`src/rtl/translater_stim_p.sv`:
```
// Stimulus sequencer for the translater: holds ENB low, plays NUM_CH pattern
// streams, pulses the selectors, then flags done. All outputs are registered.
module translater_stim_p #(
  parameter int NUM_CH     = 2,
  parameter int WIDTH      = 8,
  parameter int ENB_DELAY  = 2,
  parameter int RUN_CYCLES = 4,
  parameter int SEL_CYCLES = 1
) (
  input  logic                    clk,
  input  logic                    reset_L,
  input  logic                    start,
  input  logic [1:0]              mode,
  input  logic [WIDTH-1:0]        seed,
  output logic                    ENB,
  output logic [NUM_CH*WIDTH-1:0] data_out,
  output logic [NUM_CH-1:0]       selector,
  output logic                    busy,
  output logic                    done
);

  localparam int MAX_A   = (ENB_DELAY > RUN_CYCLES) ? ENB_DELAY : RUN_CYCLES;
  localparam int MAX_LEN = (MAX_A > SEL_CYCLES) ? MAX_A : SEL_CYCLES;
  localparam int CW      = $clog2(MAX_LEN + 1);

  localparam logic [CW-1:0] ENB_LAST = CW'(ENB_DELAY - 1);
  localparam logic [CW-1:0] RUN_LAST = CW'(RUN_CYCLES - 1);
  localparam logic [CW-1:0] SEL_LAST = CW'(SEL_CYCLES - 1);

  typedef enum logic [2:0] {
    S_IDLE,
    S_WAIT_ENB,
    S_RUN,
    S_SEL,
    S_DONE
  } state_t;

  state_t                    state_q, state_d;
  logic [CW-1:0]             cnt_q, cnt_d;
  logic [1:0]                mode_q, mode_d;
  logic [WIDTH-1:0]          seed_q, seed_d;
  logic                      enb_q, enb_d;
  logic [NUM_CH*WIDTH-1:0]   data_q, data_d;
  logic [NUM_CH-1:0]         sel_q, sel_d;
  logic                      busy_q, busy_d;
  logic                      done_q, done_d;

  // Step-0 value of channel c; channel index wraps modulo 2^WIDTH.
  function automatic logic [WIDTH-1:0] pat_init(input logic [1:0] m,
                                                input logic [WIDTH-1:0] s,
                                                input int c);
    logic [WIDTH-1:0] cv;
    logic [WIDTH-1:0] v;
    cv = WIDTH'(c);
    case (m)
      2'd0, 2'd1: v = s + cv;
      2'd2: begin
        v = s ^ cv;
        if (v == '0) v = WIDTH'(1);
      end
      default: v = WIDTH'(1) << (c % WIDTH);
    endcase
    return v;
  endfunction

  // Advance one pattern step; walking-one is a rotate-left.
  function automatic logic [WIDTH-1:0] pat_step(input logic [1:0] m,
                                                input logic [WIDTH-1:0] x);
    logic [WIDTH-1:0] v;
    case (m)
      2'd0:    v = x;
      2'd1:    v = x + WIDTH'(1);
      2'd2:    v = {x[WIDTH-2:0], x[WIDTH-1] ^ x[WIDTH-2]};
      default: v = {x[WIDTH-2:0], x[WIDTH-1]};
    endcase
    return v;
  endfunction

  always_comb begin
    state_d = state_q;
    cnt_d   = cnt_q;
    mode_d  = mode_q;
    seed_d  = seed_q;
    enb_d   = enb_q;
    data_d  = data_q;
    sel_d   = sel_q;
    busy_d  = busy_q;
    done_d  = 1'b0;
    case (state_q)
      S_IDLE: begin
        if (start) begin
          state_d = S_WAIT_ENB;
          cnt_d   = '0;
          mode_d  = mode;
          seed_d  = seed;
          enb_d   = 1'b0;
          busy_d  = 1'b1;
        end
      end
      S_WAIT_ENB: begin
        if (cnt_q == ENB_LAST) begin
          state_d = S_RUN;
          cnt_d   = '0;
          enb_d   = 1'b1;
          for (int c = 0; c < NUM_CH; c++)
            data_d[c*WIDTH +: WIDTH] = pat_init(mode_q, seed_q, c);
        end else begin
          cnt_d = cnt_q + CW'(1);
        end
      end
      S_RUN: begin
        if (cnt_q == RUN_LAST) begin
          state_d = S_SEL;
          cnt_d   = '0;
          sel_d   = '1;
        end else begin
          cnt_d = cnt_q + CW'(1);
          for (int c = 0; c < NUM_CH; c++)
            data_d[c*WIDTH +: WIDTH] = pat_step(mode_q, data_q[c*WIDTH +: WIDTH]);
        end
      end
      S_SEL: begin
        if (cnt_q == SEL_LAST) begin
          state_d = S_DONE;
          cnt_d   = '0;
          sel_d   = '0;
          done_d  = 1'b1;
        end else begin
          cnt_d = cnt_q + CW'(1);
        end
      end
      S_DONE: begin
        state_d = S_IDLE;
        busy_d  = 1'b0;
      end
      default: begin
        state_d = S_IDLE;
        busy_d  = 1'b0;
      end
    endcase
  end

  always_ff @(posedge clk or negedge reset_L) begin
    if (!reset_L) begin
      state_q <= S_IDLE;
      cnt_q   <= '0;
      mode_q  <= '0;
      seed_q  <= '0;
      enb_q   <= 1'b0;
      data_q  <= '0;
      sel_q   <= '0;
      busy_q  <= 1'b0;
      done_q  <= 1'b0;
    end else begin
      state_q <= state_d;
      cnt_q   <= cnt_d;
      mode_q  <= mode_d;
      seed_q  <= seed_d;
      enb_q   <= enb_d;
      data_q  <= data_d;
      sel_q   <= sel_d;
      busy_q  <= busy_d;
      done_q  <= done_d;
    end
  end

  assign ENB      = enb_q;
  assign data_out = data_q;
  assign selector = sel_q;
  assign busy     = busy_q;
  assign done     = done_q;

endmodule

```
`config.mk`:
```
export PLATFORM = sky130hd
export DESIGN_NAME = translater_stim_p
export DESIGN_NICKNAME = d
export VERILOG_FILES = /design/src/rtl/translater_stim_p.sv
export SDC_FILE = /design/constraint.sdc
export NUM_CORES = 1
export LEC_CHECK = 0
export CAP_MARGIN = 20
export CORE_MARGIN = 10
export CORE_UTILIZATION = 59
export DETAILED_ROUTE_END_ITERATION = 6
export PLACE_DENSITY_LB_ADDON = 0.2
export SYNTH_ARGS = -nofsm -noshare
export SYNTH_HDL_FRONTEND = slang
export SYNTH_SLANG_ARGS = --single-unit
```
`constraint.sdc`:
```
create_clock -name clk -period 5.1 [get_ports clk]
set_clock_uncertainty 0.1 [all_clocks]
set_input_delay 1.275 -clock clk [delete_from_list [all_inputs] [get_ports clk]]
set_output_delay 1.275 -clock clk [all_outputs]
set_load 0.01 [all_outputs]
```
Yosys cells after proc, flatten, opt, wreduce, memory -nomap -nowiden --
Cells that the tools add are included.
Cells by class: $add $sub $neg 4, equality and inequality tests 13, mux-type cells 29, bitwise gates (word level) 4, reduce and logical (&&, ||, !) cells 18
Operators by type and width (number):
- case mux 8 bit (3 select lines) | 2
- two-way mux 16 bit | 2
- case mux 16 bit (2 select lines) | 1
- case mux 8 bit (2 select lines) | 2
- adder 8 x 1 -> 8 bit, second input constant | 3
- two-way mux 3 bit | 8
- case mux 3 bit (4 select lines) | 2
- logical NOT 8 bit | 2
- two-way mux 8 bit | 2
- inequality test 2 bit, second input constant | 6
- equality test 3 x 2 -> 1 bit, second input constant | 3
- AND reduction 4 bit | 2
- equality test 3 x 1 -> 1 bit, second input constant | 2
- logical NOT 3 bit | 2
- AND reduction 2 bit | 3
- AND reduction 3 bit | 2
- nonzero test 2 bit | 3
- two-way mux 1 bit | 5
- two-way mux 2 bit | 2
- case mux 1 bit (2 select lines) | 2
- case mux 2 bit (2 select lines) | 1
- nonzero test 4 bit | 1
- adder 3 x 1 -> 3 bit, second input constant | 1
- OR reduction 3 bit | 1
- other kinds (6) | 8
Word-level totals: flip-flop bits (word level) 37, output and inout bits 21, word-level logic and storage cells 77

Logic depth before layout (Yosys ltp) --
depth after elaboration 6, depth in mapped cells 8, depth with buffers taken out 6

Least setup slack after synthesis --
Ideal clock, no wire load.
path type input -> register, start input start, end register seed_q[2], arrival 2.021 ns, path slack 2.854 ns, cell stages on the path 3, buffers on the path 0, cells stage by stage nand2b_1 -> nor3_2 -> mux2_2
On the way: longest elaborated chain between the ends 1
RTL lines:
- start, declared | RTL line 12 | input logic start,
- AND reduction 2 bit (no source line)
- end signal, assigned | RTL line 148 | seed_q <= '0;
- end signal, assigned | RTL line 158 | seed_q <= seed_d;
- end, declared | RTL line 41 | logic [WIDTH-1:0] seed_q, seed_d;
Every way passes these cells. A chain may end at the register's enable or synchronous reset.

Worst setup path after layout --
start input start, end register seed_q[6]
Same word-level chain as after synthesis.

==> summary.txt <==
Clocking
  • CTS tree: done
  • CTS buffer count: 5
  • Post-cts repair resize count: 0
  • Root Buffer: clkbuf_8
  • H-tree depth: 2
  • Bufs on Longest Clock Path: 2
  • Post-CTS setup buffer count: 0
  • Clk slew on worst S/H paths: approximately 70 ps
  • Clock sink total: 36
  • Hold Buf Count CTS: 0
  • Clock Latency Late Sink: 300 ps

Timing
  • Worst-Margin Slew: 1010 ps
  • Setup violators final: 0
  • Fin crit share: between 50 and 60%
  • Final Hold Viols: 0
  • RSZ-0062 raised after global routing: no
  • Slew HR: 32.3%
  • Sum Neg Setup Slack: 0 ps
  • Max Slew Vio Count: 0
  • FMAX: 347 MHz
  • Tmin final: ~2900 ps
  • Post-layout worst setup margin: between 2000 and 2500 ps

Drt
  • Drt pass-1 iters: 6
  • Routed WL per cell: 17.8 µm
  • Post-route ant nets: 0
  • DR vias: 2,292
  • Detailed Route WL: ~6200 µm
  • Drt drc: 0
  • DR iter-0 viols: between 150 and 200
  • Drt via density: 6.53

Logic synthesis
  • Post-synth EDFFs: 0
  • Synth async-reset ratio: 100%
  • Mapped Area: 2490 µm²
  • Syn Area/Cell: 9.00 µm²
  • Syn. warnings: 0
  • Ys flop type: dfrtp_1
  • Net Count, Synth: 304
  • Flops & latches, synth: 36
  • Cells after Synth: 277
  • Synth cell types: 61
  • Post-synthesis sequential area ratio: a little over a third

Flow run
  • Maxcap violations: 0

Hold path
  • Hold Startpoint: busy
  • Hold endpoint: busy
  • Hold path depth: 1
  • Hold crit path type: flip-flop to flip-flop

Layout
  • Layout net count: between 300 and 400
  • P&R area growth vs syn: 17.3%
  • Share of layout cells above drive strength 1: approximately 8%
  • Final instance area: 2930 µm²
  • Commonest non-fill, non-tap cell in the layout: dfrtp_1
  • Diodes inserted: 0
  • Most frequent cells in the layout: 36 x dfrtp_1, 33 x clkdlybuf4s50_1, 25 x nand2_1, 17 x nor2_1

Worst setup path
  • Setup CP Type: primary input to flip-flop
  • Crit Path Max Fanout: 16
  • CP Data Required Time: 5180 ps
  • CP endpoint kind: flip-flop
  • Reg2reg path depth: 6
  • Arrival time at the worst endpoint: around 3000 ps
  • Critical path origin: start
  • FF-to-FF Start: cnt_q[0]
  • Reg-to-reg slack, setup: about 2600 ps
  • Startpoint Class: primary input
  • Reg-to-Reg End: data_out[4]

Pwr
  • Max VDD drop: 0.000359 V
  • Overall power: ~2 mW
  • Pleak: 1.16 nW
  • Power per Cell Area: 691 nW/µm²

Global route
  • GR Util met3: under 10%
  • M1 GR Usage: 21.4%
  • Largest net degree at the start of global routing: 37
  • Grt peak-use layer: met2
  • First-pass GRT wire length: 10,800 µm
  • Vias in the first global route: ~2.3k
  • Met2 usage: 28.7%
  • Total grt overflow: 0
  • All-Layer GR Usage: 17.5%
  • Initial antenna violation count: 0

Placed design
  • Area after DPL: 2800 µm²
  • Port Buf Inserts: 33
  • Gpl congestion: about 0.94
  • Pre-CTS setup slack: 1920 ps
  • DP HPWL: 4420 µm

Die
  • Site row count: 23
  • Core ar.: 4060 µm²
  • Die Ht: 85.0 µm
  • Ports: 34
  • Die ar.: between 7000 and 8000 µm²
  • Width of the die: 85.0 µm
  • Initial Utilization: between 60% and 70%

Outcome
  • Outcome: completed
sequential cells by signal, summed over array words and instances, names as in the netlist:
register / cells
ENB: 1
busy: 1
cnt_q: 3
data_out: 16
done: 1
mode_q: 2
seed_q: 8
selector: 1
state_q: 3
synthesized netlist by cell type, types with 2 or more instances:
cell	instances	area (µm²)
buf_2	3	15.0
or4_1	2	15.0
a32oi_1	3	26.3
xnor2_1	4	35.0
and3_1	6	37.5
nor3_1	5	25.0
mux2_2	6	67.6
o211ai_1	12	90.1
buf_4	6	45.0
dfrtp_1	36	901
o311ai_0	2	17.5
nand4_1	3	18.8
a21o_1	2	15.0
nand3_1	14	70.1
nor3b_1	2	15.0
o221ai_1	3	26.3
nand2_1	25	93.8
o21a_1	2	15.0
nand2b_1	2	12.5
nor4_1	2	12.5
a211oi_1	2	15.0
a221oi_1	4	35.0
clkbuf_1	8	30.0
nor2_1	17	63.8
and4_1	3	26.3
o21ai_0	16	80.1
and2_1	2	12.5
a22oi_1	3	22.5
o31ai_1	3	22.5
a31oi_1	7	43.8
xor2_1	2	17.5
a21oi_1	9	45.0
inv_1	16	60.1
ha_1	14	175
a22o_1	5	43.8
cell type report:
cell class                 count  area [µm²]
multi-input combinational    206        1430
fill                         313        1130
sequential                    36         901
timing repair buffer          34         338
clock buffer                   7        96.3
inverter                      17        63.8
tap                           50        62.6
clock inverter                 1        30.0
power breakdown:
| group | switching, mW | total [mW] | internal (mW) |
|---|---|---|---|
| Sequential | 0.240 | 0.660 | 0.419 |
| Combinational | 0.588 | 1.08 | 0.494 |
| Clock | 0.106 | 0.278 | 0.173 |
worst max-delay path, cell delays in order:
cell and delay [ps]:
clkdlybuf4s50_1 480, nand2b_1 120, nor3_2 670, mux2_2 410
layer usage:
layer	vias up	share of wire (%)
met5	-	0
met4	0	0.88
met3	6	6.6
met2	94	47
met1	1108	45
li1	1084	-
worst max-delay path by stage:
stage | end | slack (ps) | cells after the start
finish | seed_q[6] | 2220 | 4
floorplan | seed_q[2] | 2850 | 3
global route | seed_q[6] | 2130 | 4
CTS | seed_q[2] | 2210 | 4
detailed placement | seed_q[5] | 1920 | 4
global placement | seed_q[2] | 1970 | 4
cell families (layout without fill, tap and decap cells):
family                     count (synthesis)  count (layout)  synth area share [%]
muxes                                      7               7                  3.11
DFF                                       36              36                  36.1
xor gates and xnor gates                   6               6                  2.11
and+or+nand+nor                           94              94                  20.8
adders and majority gates                 14              14                  7.02
buffers and inverters                     35              59                  6.37
AOI/OAI and AO/OA                         85              85                  24.5
stage by stage:
stage          hold WS (ps)  utilization, %  cells
2_1_floorplan           391               -    277
3_3_place_gp            382            69.0    343
3_5_place_dp            375            69.0    343
4_1_cts                 405            72.1    351
5_1_grt                 427            72.1    351
6_report                412            72.1    351
No activity file was read; power rests on OpenSTA's default activity.
